[src/rtl/stepper_axis_arbiter.sv]
// Single-axis stepper controller: arbitrates manual buttons against CPU move
// commands and produces a settled direction level plus a timed step pulse train.
module stepper_axis_arbiter #(
    parameter int unsigned TICK_CYCLES   = 1000,
    parameter int unsigned SETTLE_CYCLES = 100000,
    parameter int unsigned SPD_W         = 16,
    parameter int unsigned CNT_W         = 16
) (
    input  logic             clock,
    input  logic             reset_n,
    input  logic             btn_fwd,
    input  logic             btn_rev,
    input  logic [SPD_W-1:0] man_speed,
    input  logic             cpu_cmd_valid,
    output logic             cpu_cmd_ready,
    input  logic             cpu_dir,
    input  logic [SPD_W-1:0] cpu_speed,
    input  logic [CNT_W-1:0] cpu_steps,
    input  logic             cpu_abort,
    output logic             step_out,
    output logic             dir_out,
    output logic [1:0]       owner,
    output logic             busy,
    output logic             done,
    output logic             aborted,
    output logic [CNT_W-1:0] steps_left
);
    localparam int unsigned PRE_W = (TICK_CYCLES > 1) ? $clog2(TICK_CYCLES) : 1;
    localparam int unsigned SET_W = (SETTLE_CYCLES > 1) ? $clog2(SETTLE_CYCLES) : 1;
    localparam logic [PRE_W-1:0] PRE_LAST = PRE_W'(TICK_CYCLES - 1);
    localparam logic [SET_W-1:0] SET_LAST = SET_W'(SETTLE_CYCLES - 1);
    localparam logic [1:0] OWN_NONE = 2'd0;
    localparam logic [1:0] OWN_MAN  = 2'd1;
    localparam logic [1:0] OWN_CPU  = 2'd2;

    typedef enum logic [1:0] {IDLE, SETTLE, STEP_HI, STEP_LO} state_t;

    state_t           state_q, state_n;
    logic             fwd_s1, rev_s1, fwd_s2, man_req_q;
    logic             dir_q, dir_n;
    logic [1:0]       owner_q, owner_n;
    logic [SPD_W-1:0] speed_q, speed_n;
    logic [CNT_W-1:0] steps_q, steps_n;
    logic [PRE_W-1:0] pre_q, pre_n;
    logic [SPD_W-1:0] tick_q, tick_n;
    logic [SET_W-1:0] settle_q, settle_n;
    logic             seen_q, seen_n;
    logic             done_q, done_n;
    logic             aborted_q, aborted_n;
    logic             step_q, step_n;
    logic             busy_q, busy_n;
    logic             ready_q, ready_n;

    // man_req_n is the value man_req_q takes next edge, so ready never overlaps a manual win
    logic man_req_n, man_go, half_end, abort_now;
    assign man_req_n = (fwd_s1 ^ rev_s1) && (man_speed != '0);
    assign man_go    = man_req_q && (man_speed != '0);
    assign half_end  = (pre_q == PRE_LAST) && (tick_q == speed_q - SPD_W'(1));
    assign abort_now = seen_q || cpu_abort || man_req_q;

    always_ff @(posedge clock or negedge reset_n) begin
        if (!reset_n) begin
            state_q   <= IDLE;
            fwd_s1    <= 1'b0;
            rev_s1    <= 1'b0;
            fwd_s2    <= 1'b0;
            man_req_q <= 1'b0;
            dir_q     <= 1'b0;
            owner_q   <= OWN_NONE;
            speed_q   <= '0;
            steps_q   <= '0;
            pre_q     <= '0;
            tick_q    <= '0;
            settle_q  <= '0;
            seen_q    <= 1'b0;
            done_q    <= 1'b0;
            aborted_q <= 1'b0;
            step_q    <= 1'b0;
            busy_q    <= 1'b0;
            ready_q   <= 1'b0;
        end else begin
            state_q   <= state_n;
            fwd_s1    <= btn_fwd;
            rev_s1    <= btn_rev;
            fwd_s2    <= fwd_s1;
            man_req_q <= man_req_n;
            dir_q     <= dir_n;
            owner_q   <= owner_n;
            speed_q   <= speed_n;
            steps_q   <= steps_n;
            pre_q     <= pre_n;
            tick_q    <= tick_n;
            settle_q  <= settle_n;
            seen_q    <= seen_n;
            done_q    <= done_n;
            aborted_q <= aborted_n;
            step_q    <= step_n;
            busy_q    <= busy_n;
            ready_q   <= ready_n;
        end
    end

    always_comb begin
        state_n   = state_q;
        dir_n     = dir_q;
        owner_n   = owner_q;
        speed_n   = speed_q;
        steps_n   = steps_q;
        seen_n    = seen_q;
        done_n    = 1'b0;
        aborted_n = 1'b0;
        pre_n     = '0;
        tick_n    = '0;
        settle_n  = '0;

        // half-period timing: prescaler wraps every TICK_CYCLES, tick counts speed
        if (state_q == STEP_HI || state_q == STEP_LO) begin
            if (pre_q == PRE_LAST) begin
                tick_n = tick_q + SPD_W'(1);
            end else begin
                pre_n  = pre_q + PRE_W'(1);
                tick_n = tick_q;
            end
        end
        if (state_q == SETTLE) begin
            settle_n = settle_q + SET_W'(1);
        end

        // abort/preempt is remembered until the end of the current step
        if (state_q != IDLE && owner_q == OWN_CPU && (cpu_abort || man_req_q)) begin
            seen_n = 1'b1;
        end

        case (state_q)
            IDLE: begin
                seen_n = 1'b0;
                if (man_go) begin
                    owner_n = OWN_MAN;
                    if (fwd_s2 != dir_q) begin
                        state_n = SETTLE;
                        dir_n   = fwd_s2;
                    end else begin
                        state_n = STEP_HI;
                        speed_n = man_speed;
                    end
                end else if (cpu_cmd_valid && ready_q) begin
                    steps_n = cpu_steps;
                    speed_n = cpu_speed;
                    if (cpu_steps == '0 || cpu_speed == '0) begin
                        done_n = 1'b1;
                    end else begin
                        owner_n = OWN_CPU;
                        if (cpu_dir != dir_q) begin
                            state_n = SETTLE;
                            dir_n   = cpu_dir;
                        end else begin
                            state_n = STEP_HI;
                        end
                    end
                end
            end
            SETTLE: begin
                if (settle_q == SET_LAST) begin
                    if (owner_q == OWN_MAN) begin
                        if (man_speed != '0) begin
                            state_n = STEP_HI;
                            speed_n = man_speed;
                        end else begin
                            state_n = IDLE;
                        end
                    end else begin
                        state_n = STEP_HI;
                    end
                end
            end
            STEP_HI: begin
                if (half_end) begin
                    state_n = STEP_LO;
                    if (owner_q == OWN_CPU) begin
                        steps_n = steps_q - CNT_W'(1);
                    end
                end
            end
            STEP_LO: begin
                if (half_end) begin
                    if (owner_q == OWN_CPU) begin
                        if (steps_q == '0) begin
                            state_n = IDLE;
                            done_n  = 1'b1;
                        end else if (abort_now) begin
                            state_n   = IDLE;
                            done_n    = 1'b1;
                            aborted_n = 1'b1;
                        end else begin
                            state_n = STEP_HI;
                        end
                    end else if (man_go && fwd_s2 == dir_q) begin
                        state_n = STEP_HI;
                        speed_n = man_speed;
                    end else begin
                        state_n = IDLE;
                    end
                end
            end
            default: state_n = IDLE;
        endcase

        if (state_n != state_q) begin
            pre_n    = '0;
            tick_n   = '0;
            settle_n = '0;
        end
        if (state_n == IDLE) begin
            owner_n = OWN_NONE;
        end

        step_n  = (state_n == STEP_HI);
        busy_n  = (state_n != IDLE);
        ready_n = (state_n == IDLE) && !man_req_n;
    end

    assign cpu_cmd_ready = ready_q;
    assign step_out      = step_q;
    assign dir_out       = dir_q;
    assign owner         = owner_q;
    assign busy          = busy_q;
    assign done          = done_q;
    assign aborted       = aborted_q;
    assign steps_left    = steps_q;

endmodule

[config.mk]
export PLATFORM = sky130hd
export DESIGN_NAME = stepper_axis_arbiter
export DESIGN_NICKNAME = d
export VERILOG_FILES = /design/src/rtl/stepper_axis_arbiter.sv
export SDC_FILE = /design/constraint.sdc
export NUM_CORES = 1
export LEC_CHECK = 0
export CAP_MARGIN = 20
export CORE_UTILIZATION = 50
export CTS_CLUSTER_SIZE = 14
export DETAILED_ROUTE_END_ITERATION = 10
export GPL_ROUTABILITY_DRIVEN = 1
export PLACE_DENSITY = 0.81
export RECOVER_POWER = 100
export SLEW_MARGIN = 10
export SYNTH_ARGS = -nofsm -noshare
export SYNTH_HDL_FRONTEND = slang
export SYNTH_SLANG_ARGS = --single-unit
[constraint.sdc]
create_clock -name clock -period 4.25 [get_ports clock]
set_clock_uncertainty 0.05 [all_clocks]
set_input_delay 1.275 -clock clock [delete_from_list [all_inputs] [get_ports clock]]
set_output_delay 1.275 -clock clock [all_outputs]
set_load 0.1 [all_outputs]
==> results of run 1 <==
## metrics by stage
step           worst slack (ps)  power, mW  TNS (ps)  hold WS (ps)
6_report                   68.4       1.81         0           346
4_1_cts                    16.6       1.83         0           344
3_5_place_dp               -391       1.09    -13220           331
2_1_floorplan               210      0.975         0           322
3_3_place_gp               -337       1.08    -10380           326
5_1_grt                   -42.2       1.88     -62.7           354
## critical path, stage by stage
cell	delay (ps)
clkdlybuf4s50_1	420
or4_4	530
or4_4	500
or3_4	340
a311oi_2	270
buf_4	170
o32a_4	170
o2111ai_4	130
buf_12	190
clkbuf_16	150
nor4_2	220
## sequential cells by signal, indices dropped and copies added (netlist names), 2 cells and up
register and flops:
owner 2, pre_q 10, settle_q 17, speed_q 16, state_q 2, steps_left 16, tick_q 16
## how the worst min path moves through the flow
stage | cells past startpoint | from | end
floorplan | 0 | fwd_s1 | fwd_s2
global placement | 0 | fwd_s1 | fwd_s2
detailed placement | 0 | fwd_s1 | fwd_s2
CTS | 0 | fwd_s1 | fwd_s2
global route | 0 | fwd_s1 | fwd_s2
finish | 0 | fwd_s1 | fwd_s2
## layer usage
| layer | up-vias | GRT usage, % |
|---|---|---|
| li1 | 2609 | - |
| met1 | 2690 | 36.1 |
| met2 | 200 | 43.6 |
| met3 | 28 | 5.53 |
| met4 | 0 | 9.12 |
| met5 | - | 0 |
## power breakdown
part | total [mW] | internal [mW] | switching (mW) | leakage [nW]
Combinational | 0.181 | 0.0940 | 0.0875 | 1.92
Clock | 0.743 | 0.397 | 0.345 | 0.129
Sequential | 0.886 | 0.868 | 0.0183 | 1.08
## logic make-up (layout without fill, tap and decap cells)
| kind of cell | after synthesis | in the layout | synth area share (%) |
|---|---|---|---|
| adder cells (fa/ha/maj) | 9 | 9 | 1.92 |
| buffers and inverters | 50 | 152 | 3.93 |
| flip-flops | 90 | 90 | 38.5 |
| AO/OA/AOI/OAI | 112 | 112 | 13.6 |
| AND/OR/NAND/NOR | 305 | 305 | 28.0 |
| XOR/XNOR | 61 | 61 | 9.13 |
| multiplexers | 29 | 29 | 4.96 |
## layout make-up
class	count	share of cell area, %
clock buffers	10	3.09
clock inverters	6	0.573
inverters	16	0.809
multi-input cells	516	46.5
flip-flops and latches	90	30.4
well taps	143	2.41
repair buffers	120	16.3
## cell usage after synthesis (11+ instances only)
cell type  number
a21oi_1        31
a31oi_1        17
clkbuf_1       25
dfrtp_1        90
inv_1          16
mux2i_1        29
nand2_1        73
nand3_1        28
nand4_1        17
nor2_1         57
nor3_1         35
nor4_1         21
o22ai_1        11
xnor2_1        37
xor2_1         24
## repair_timing
item,in CTS,in global routing
setup buffers,0,2
cloned,0,5
setup endpoints to repair,5,43
resized for setup,1,17
pin swaps,0,10
==> summary.md, run 1 <==
Worst setup path
• man_speed[4] — crit path from
• speed_q[14] — terminus of the critical flop-to-flop path
• 11 — R2R depth
• flip-flop — critical path endpoint category
• pre_q[3] — Critical Path End
• input port — crit start category
• 7 — peak fanout along the critical path
• input port to flip-flop — category of the most critical setup path
• 4390 ps — worst endpoint data arrival time
• 580 ps — FF-to-FF setup slack
• speed_q[0] — source of the worst register-to-register timing path
• 4460 ps — required time of the worst setup path

Job
• 1 — total of max-cap violations

Finish
• 12.3% — share of cells above drive strength 1
• 901 — Post-Layout Cell Count
• 26.8% — layout-stage area growth over the synthesis result
• 921 — filler instances
• dfrtp_1, nand2_1, nor2_1, clkdlybuf4s50_1, xnor2_1 — most frequent cells in the layout
• 7420 µm² — Layout Cell Area excl Fill
• 3450 µm² — combined area of the multi-input logic cells
• 817 — fin nets
• 0 — Inserted Diodes
• 2250 µm² — total area of sequential cells
• dfrtp_1 — most common cell after layout, fill and taps aside
• 65.0% — Util after Layout

Clock tree
• 0 — number of hold-repair buffers added at the cts stage
• 70 ps — clock-pin slew reported for the worst setup and hold paths after clock tree synthesis
• 9 — TritonCTS buffer count
• clkbuf_16 — cell at the root of the clock tree
• 3 — H-Tree Level Count
• 350 ps — Clock Latency Late Sink
• 90 — number of sinks driven by the clock tree
• done — TritonCTS clock tree
• 2 — Clock Tree Buf Depth

Placement
• 0.948 — Placer Congestion
• 877 — Placed Instances
• 11000 µm — total half-perimeter wirelength after legalization and detailed placement
• 78 — number of I/O port buffers
• 6950 µm² — placed cell areas

Floorplanning
• 39 — number of standard-cell rows in the floorplan
• 12100 µm² — Die ar.
• 11400 µm² — core footprint
• 110 µm — die span in x
• 110 µm — die span in y
• 79 — I/O pins
• 51.2% — starting density of the core

Detailed routing
• 833 µm — amount of wire on met3 after detailed routing
• 5527 — count of vias placed by the detailed router
• 17.3 µm — post-DR wirelength/cell
• met4 — top routing layer used
• 15600 µm — Total Wirelength
• 0 — Post-DRT Antenna Nets
• 6840 µm — WL met1
• 480 — Starting DRT DRC Count
• 6.13 — Vias/cell
• 7630 µm — amount of wire on met2 after detailed routing
• 0 — remaining design rule violation count
• 5 — number of detailed-routing iterations run before antenna repair

Timing
• 0 — hold violation count in the final report
• 29 — Final Max Slew Viols
• 1550 ps — slew at the pin closest to its max-slew limit
• 239 MHz — upper clock frequency limit
• 98.4% — fraction of the cycle the final worst path needs
• 4180 ps — final critical path time including I/O delays and setup
• -3.58% — Max transition margin
• 0 — total of endpoints with negative setup slack in the final report

Power
• 244 nW/µm² — PD cells
• 0.222 mV — Peak supply drop
• 3.12 nW — LEAKAGE

GRT
• 27.0% — GRT Resource Usage Total
• 0 — number of antenna violations at the first check in global routing
• 25500 µm — wire length of the first global-routing pass
• 0 — global route total overflow
• 39 — maximum number of pins on one net before global-route repair
• 5354 — via count of the first global-routing pass

Synth
• dfrtp_1, xnor2_1, mux2i_1 — cell types occupying the most area after synthesis
• 90 — post-synthesis sequential element count
• 100% — async set or reset register ratio after synthesis
• 656 — number of cells produced by synthesis
• 0 — number of enable flip-flop cells after synthesis
• dfrtp_1 — post-synthesis cell type with the largest combined area
• 0 — number of warnings printed during yosys synthesis
• 5850 µm² — summed instance area of the synthesized netlist
• 8.92 µm² — mean post-synth cell area
• 720 — Synth Net Count
• 38.5% — fraction of the yosys area taken by sequential cells
• 68 — number of different library cells in the post-synthesis netlist
• 38.5% — area share of the largest cell type after synthesis
• dfrtp_1 — dominant synthesized flop cell

Min path
• flip-flop to flip-flop — Tightest Hold Check Type

Run status
• finished, violations left — status
• max-capacitance violations, max-slew violations — violated checks

No activity file was read; power rests on OpenSTA's default activity.
==> inputs of run 2 (changes only) <==
--- a/config.mk
+++ b/config.mk
@@ -6,6 +6,7 @@
 export NUM_CORES = 1
 export LEC_CHECK = 0
 export CAP_MARGIN = 20
+export CORE_MARGIN = 10
 export CORE_UTILIZATION = 50
 export CTS_CLUSTER_SIZE = 14
 export DETAILED_ROUTE_END_ITERATION = 10
==> summary.md, run 2 (synthesis gave the netlist of run 1 again) <==
Run status
• finished, violations left — status, unchanged
• max-capacitance violations, max-slew violations — violated checks, unchanged

Floorplanning
• 79 — I/O pins, unchanged
• 128 µm — die span in y, was 110 µm
• 16400 µm² — Die ar., was 12100 µm²
• 128 µm — die span in x, was 110 µm
• 51.2% — starting density of the core, unchanged
• 39 — number of standard-cell rows in the floorplan, unchanged
• 11400 µm² — core footprint, unchanged

Clock tree
• clkbuf_16 — cell at the root of the clock tree, unchanged
• 3 — H-Tree Level Count, unchanged
• 9 — TritonCTS buffer count, unchanged
• 350 ps — Clock Latency Late Sink, about the same
• 0 — number of hold-repair buffers added at the cts stage, unchanged
• done — TritonCTS clock tree, unchanged
• 2 — Clock Tree Buf Depth, unchanged
• 90 — number of sinks driven by the clock tree, unchanged
• 70 ps — clock-pin slew reported for the worst setup and hold paths after clock tree synthesis, about the same

Timing
• 237 MHz — upper clock frequency limit, was 239 MHz
• 342 ps — Fin Hold WS, was 346 ps
• 4210 ps — final critical path time including I/O delays and setup, was 4180 ps
• 66 — Final Max Slew Viols, was 29
• 99.1% — fraction of the cycle the final worst path needs, was 98.4%
• 0 — hold violation count in the final report, unchanged
• -11.1% — Max transition margin, was -3.58%
• 38.2 ps — Worst Setup Slack, final, was 68.4 ps
• 1670 ps — slew at the pin closest to its max-slew limit, was 1550 ps
• 0 — total of endpoints with negative setup slack in the final report, unchanged
• 0 ps — total negative slack for setup checks, unchanged

Placement
• 78 — number of I/O port buffers, unchanged
• 0.916 — Placer Congestion, was 0.948
• 11700 µm — total half-perimeter wirelength after legalization and detailed placement, was 11000 µm
• 877 — Placed Instances, unchanged
• -428 ps — worst slack at placement, was -391 ps
• 6940 µm² — placed cell areas, was 6950 µm²

Finish
• 817 — fin nets, unchanged
• 17 — max reg flops, unchanged
• dfrtp_1, nand2_1, nor2_1, clkdlybuf4s50_1, xnor2_1 — most frequent cells in the layout, unchanged
• 7470 µm² — Layout Cell Area excl Fill, was 7420 µm²
• 0 — Inserted Diodes, unchanged
• 12.1% — share of cells above drive strength 1, was 12.3%
• 27.8% — layout-stage area growth over the synthesis result, was 26.8%
• 938 — filler instances, was 921
• settle_q — Reg with most FFs, unchanged
• dfrtp_1 — most common cell after layout, fill and taps aside, unchanged
• 901 — Post-Layout Cell Count, unchanged

GRT
• 18.8% — GRT Resource Usage Total, was 27.0%
• 5293 — via count of the first global-routing pass, was 5354
• 66 — maximum number of pins on one net before global-route repair, was 39
• 0 — number of antenna violations at the first check in global routing, unchanged
• 0 — global route total overflow, unchanged
• 25700 µm — wire length of the first global-routing pass, was 25500 µm

Worst setup path
• 4450 ps — required time of the worst setup path, was 4460 ps
• flip-flop — critical path endpoint category, unchanged
• 5 — peak fanout along the critical path, was 7
• input port — crit start category, unchanged
• input port to flip-flop — category of the most critical setup path, unchanged
• 4410 ps — worst endpoint data arrival time, was 4390 ps

Detailed routing
• 18.4 µm — post-DR wirelength/cell, was 17.3 µm
• 16600 µm — Total Wirelength, was 15600 µm
• 5 — number of detailed-routing iterations run before antenna repair, unchanged
• 5541 — count of vias placed by the detailed router, was 5527
• 6.15 — Vias/cell, was 6.13
• 0 — Post-DRT Antenna Nets, unchanged
• 0 — remaining design rule violation count, unchanged
• 511 — Starting DRT DRC Count, was 480

Power
• 0.216 mV — Peak supply drop, was 0.222 mV
• 244 nW/µm² — PD cells, about the same
• 3.14 nW — LEAKAGE, was 3.12 nW

Job
• 1 — total of max-cap violations, unchanged

Min path
• flip-flop to flip-flop — Tightest Hold Check Type, unchanged

==> run 2: where the power goes <==
group,switching (mW),internal [mW]
Combinational,0.0883,0.0930
Clock,0.344,0.416
Sequential,0.0188,0.868
==> run 2: layout make-up <==
| cell class | instances | area [µm²] | share of cell area (%) |
|---|---|---|---|
| clock buffer | 11 | 243 | 3.25 |
| timing repair buffer | 120 | 1190 | 16.0 |
| sequential | 90 | 2250 | 30.1 |
| tap | 143 | 179 | 2.39 |
| inverter | 16 | 60.1 | 0.803 |
| clock inverter | 5 | 36.3 | 0.485 |
| multi-input combinational | 516 | 3510 | 47.0 |
==> run 2: per-layer routing <==
metal / wire length [µm] / track usage (%) / up-vias
met5: 0 / 0 / -
met3: 947 / 4.09 / 29
met4: 377 / 7.02 / 0
met2: 8150 / 31.1 / 182
li1: - / - / 2614
met1: 7130 / 23.5 / 2716
==> run 2: worst paths after layout <==
check                              from        endpoint  slack, ps  cells past startpoint
max in group asynchronous       reset_n      speed_q[0]       1440                      2
setup / recovery           man_speed[9]        pre_q[6]         40                     11
hold / removal                   fwd_s1          fwd_s2        340                      0
setup reg to reg             speed_q[0]  steps_left[10]        570                     11
min in group asynchronous       reset_n     speed_q[10]       1300                      1
hold reg to reg                  fwd_s1          fwd_s2        340                      0
==> run 2: stage by stage <==
stage          util [%]  power [mW]
3_5_place_dp       60.7        1.09
4_1_cts            63.3        1.84
6_report           65.5        1.83
3_3_place_gp       60.7        1.08
5_1_grt            65.5        1.89
2_1_floorplan         -       0.975
==> run 2: timing repair <==
action / 4_1_cts / 5_1_grt
pin swaps: 0 / 11
buffers inserted: 0 / 4
gates cloned: 0 / 3
setup endpoints to repair: 11 / 43
resized for setup: 3 / 29
==> run 2: worst max-delay path, cell delays in order <==
cell,delay (ps)
clkdlybuf4s50_1,430
or4_1,560
or4_4,460
or3_4,340
a311oi_2,270
buf_4,180
o32a_4,170
o2111ai_4,170
buf_6,180
buf_12,130
nor4_2,250
==> inputs of run 3 (changes only) <==
--- a/config.mk
+++ b/config.mk
@@ -5,13 +5,14 @@
 export SDC_FILE = /design/constraint.sdc
 export NUM_CORES = 1
 export LEC_CHECK = 0
+export ABC_AREA = 1
 export CAP_MARGIN = 20
 export CORE_MARGIN = 10
 export CORE_UTILIZATION = 50
 export CTS_CLUSTER_SIZE = 14
 export DETAILED_ROUTE_END_ITERATION = 10
 export GPL_ROUTABILITY_DRIVEN = 1
-export PLACE_DENSITY = 0.81
+export PLACE_DENSITY = 0.73
 export RECOVER_POWER = 100
 export SLEW_MARGIN = 10
 export SYNTH_ARGS = -nofsm -noshare
==> summary.md, run 3 <==
GRT
• 19.2% — GRT Resource Usage Total, was 18.8%
• 0 — global route total overflow, unchanged
• 26400 µm — wire length of the first global-routing pass, was 25700 µm
• 0 — number of antenna violations at the first check in global routing, unchanged
• 58 — maximum number of pins on one net before global-route repair, was 66
• 5666 — via count of the first global-routing pass, was 5293

Job
• 0 — total of max-cap violations, was 1

Floorplanning
• 129 µm — die span in x, was 128 µm
• 16700 µm² — Die ar., was 16400 µm²
• 129 µm — die span in y, was 128 µm
• 39 — number of standard-cell rows in the floorplan, unchanged
• 79 — I/O pins, unchanged
• 11600 µm² — core footprint, was 11400 µm²
• 51.7% — starting density of the core, was 51.2%

Placement
• 78 — number of I/O port buffers, unchanged
• 6900 µm² — placed cell areas, was 6940 µm²
• 0.931 — Placer Congestion, was 0.916
• 11700 µm — total half-perimeter wirelength after legalization and detailed placement, about the same

Finish
• settle_q — Reg with most FFs, unchanged
• 17 — max reg flops, unchanged
• nand2_1 — most common cell after layout, fill and taps aside, was dfrtp_1
• 0 — Inserted Diodes, unchanged
• nand2_1, nor2_1, inv_1, dfrtp_1, nand3_1 — most frequent cells in the layout, was dfrtp_1, nand2_1, nor2_1, clkdlybuf4s50_1, xnor2_1
• 18.3% — layout-stage area growth over the synthesis result, was 27.8%
• 944 — fin nets, was 817
• 7070 µm² — Layout Cell Area excl Fill, was 7470 µm²
• 8.25% — share of cells above drive strength 1, was 12.1%
• 1070 — filler instances, was 938

Timing
• 270 MHz — upper clock frequency limit, was 237 MHz
• 3700 ps — final critical path time including I/O delays and setup, was 4210 ps
• no — setup repair after global routing missed its margin
• 1470 ps — slew at the pin closest to its max-slew limit, was 1670 ps
• 1.72% — Max transition margin, was -11.1%
• 0 — Final Max Slew Viols, was 66
• 87.1% — fraction of the cycle the final worst path needs, was 99.1%
• 0 — hold violation count in the final report, unchanged
• 0 ps — total negative slack for setup checks, unchanged
• 0 — total of endpoints with negative setup slack in the final report, unchanged

Synth
• 799 — number of cells produced by synthesis, was 656
• 37.7% — area share of the largest cell type after synthesis, was 38.5%
• 47 — number of different library cells in the post-synthesis netlist, was 68
• 1.68% — share of cell area taken by muxes after synthesis, was 4.96%
• 863 — Synth Net Count, was 720
• 8.21% — complex-gate fraction of the synthesized area, was 13.6%
• 7.48 µm² — mean post-synth cell area, was 8.92 µm²
• 6.60% — Post-Synth XOR/XNOR Area, was 9.13%
• 90 — post-synthesis sequential element count, unchanged
• nand2_1, nor2_1, inv_1, dfrtp_1, nand3_1 — most instantiated cells after synthesis, was dfrtp_1, nand2_1, nor2_1, xnor2_1, nor3_1
• 37.7% — fraction of the yosys area taken by sequential cells, was 38.5%
• 35.8% — Simple-Gate Fraction of Synth Area, was 28.0%
• dfrtp_1 — post-synthesis cell type with the largest combined area, unchanged
• 1.88% — adder and majority cell fraction of the synthesized area, was 1.92%
• simple AND/OR/NAND/NOR gates — dominant combinational cell family by area after synthesis, unchanged
• 5980 µm² — summed instance area of the synthesized netlist, was 5850 µm²
• dfrtp_1 — dominant synthesized flop cell, unchanged
• dfrtp_1, nand2_1, nor2_1 — cell types occupying the most area after synthesis, was dfrtp_1, xnor2_1, mux2i_1
• nand2_1 — most common cell in the synthesized netlist, was dfrtp_1
• 0 — number of enable flip-flop cells after synthesis, unchanged
• 0 — number of warnings printed during yosys synthesis, unchanged
• 100% — async set or reset register ratio after synthesis, unchanged

Power
• 4.78 mW — Design Power, was 1.83 mW
• 677 nW/µm² — PD cells, was 244 nW/µm²
• 0.551 mV — Peak supply drop, was 0.216 mV
• 3.13 nW — LEAKAGE, was 3.14 nW

Detailed routing
• 5.39 — Vias/cell, was 6.15
• 0 — Post-DRT Antenna Nets, unchanged
• 15500 µm — Total Wirelength, was 16600 µm
• 413 — Starting DRT DRC Count, was 511
• 15.1 µm — post-DR wirelength/cell, was 18.4 µm
• 6 — number of detailed-routing iterations run before antenna repair, was 5
• 0 — remaining design rule violation count, unchanged
• 5544 — count of vias placed by the detailed router, was 5541

Worst setup path
• 4420 ps — required time of the worst setup path, was 4450 ps
• 3870 ps — worst endpoint data arrival time, was 4410 ps
• input port — crit start category, unchanged
• 11 — peak fanout along the critical path, was 5
• flip-flop — critical path endpoint category, unchanged
• 12 — R2R depth, was 11
• input port to flip-flop — category of the most critical setup path, unchanged

Clock tree
• 3 — H-Tree Level Count, unchanged
• 0 — number of hold-repair buffers added at the cts stage, unchanged
• 0 — CTS resizes, was 3
• 90 — number of sinks driven by the clock tree, unchanged
• done — TritonCTS clock tree, unchanged
• 2 — Clock Tree Buf Depth, unchanged
• 9 — TritonCTS buffer count, unchanged
• 60 ps — clock-pin slew reported for the worst setup and hold paths after clock tree synthesis, was 70 ps
• 350 ps — Clock Latency Late Sink, about the same
• clkbuf_16 — cell at the root of the clock tree, unchanged
• 0 — setup bufs post-CTS, unchanged

Run status
• finished clean — status, was finished, violations left

Min path
• 0 — number of stages on the worst hold path, unchanged
• flip-flop to flip-flop — Tightest Hold Check Type, unchanged

## run 3: layout make-up
cell class | count | area, µm² | area share, %
Tap cell | 143 | 179 | 2.53
Clock buffer | 12 | 256 | 3.63
Multi-Input combinational cell | 589 | 3140 | 44.4
Inverter | 104 | 392 | 5.54
Clock inverter | 4 | 33.8 | 0.478
Timing Repair Buffer | 86 | 817 | 11.6
Sequential cell | 90 | 2250 | 31.9
## run 3: critical path, cell delays in order
cell	delay [ps]
dlygate4sd3_1	570
nor2_1	110
nand2_1	60
nor2_1	190
nand2_1	90
inv_1	140
nor2_1	110
inv_1	180
nand3_1	460
clkbuf_1	340
nand2_1	100
o21ai_0	90
nand2_1	90
o21ai_0	80
## run 3: report_power, final
group          switching [mW]  leakage, nW  internal [mW]
Clock                   0.348        0.145          0.435
Sequential              0.233         1.18           1.06
Combinational            1.98         1.81          0.722
## run 3: per-stage QoR
| stage | hold slack, ps | setup slack [ps] | utilization (%) | cells |
|---|---|---|---|---|
| 6_report | 353 | 547 | 61.1 | 1028 |
| 5_1_grt | 372 | 243 | 61.1 | 1028 |
| 4_1_cts | 355 | 684 | 62.2 | 1028 |
| 3_5_place_dp | 342 | 327 | 59.7 | 1012 |
| 3_3_place_gp | 329 | 406 | 59.7 | 1012 |
| 2_1_floorplan | 323 | 1290 | - | 799 |
## run 3: layer usage
metal  up-vias  global-route usage [%]  wire length, µm
li1       2725                       -                -
met2       180                    33.0             7700
met1      2609                    22.7             6540
met5         -                       0                0
met4         0                    8.09              348
met3        30                    4.24              942
## run 3: final timing paths
| kind | endpoint | slack, ps | from |
|---|---|---|---|
| setup / recovery | speed_q[4] | 550 | man_speed[6] |
| hold / removal | fwd_s2 | 350 | fwd_s1 |
| setup reg to reg | settle_q[1] | 970 | state_q[0] |
| hold reg to reg | fwd_s2 | 350 | fwd_s1 |
| max in group asynchronous | steps_left[1] | 1360 | reset_n |
| min in group asynchronous | speed_q[0] | 1230 | reset_n |
## run 3: logic make-up after synthesis
logic type,after synthesis
xor+xnor,45
fa+ha+maj,9
flops,90
mux,9
simple gates,441
buf+inv,120
compound gates,85
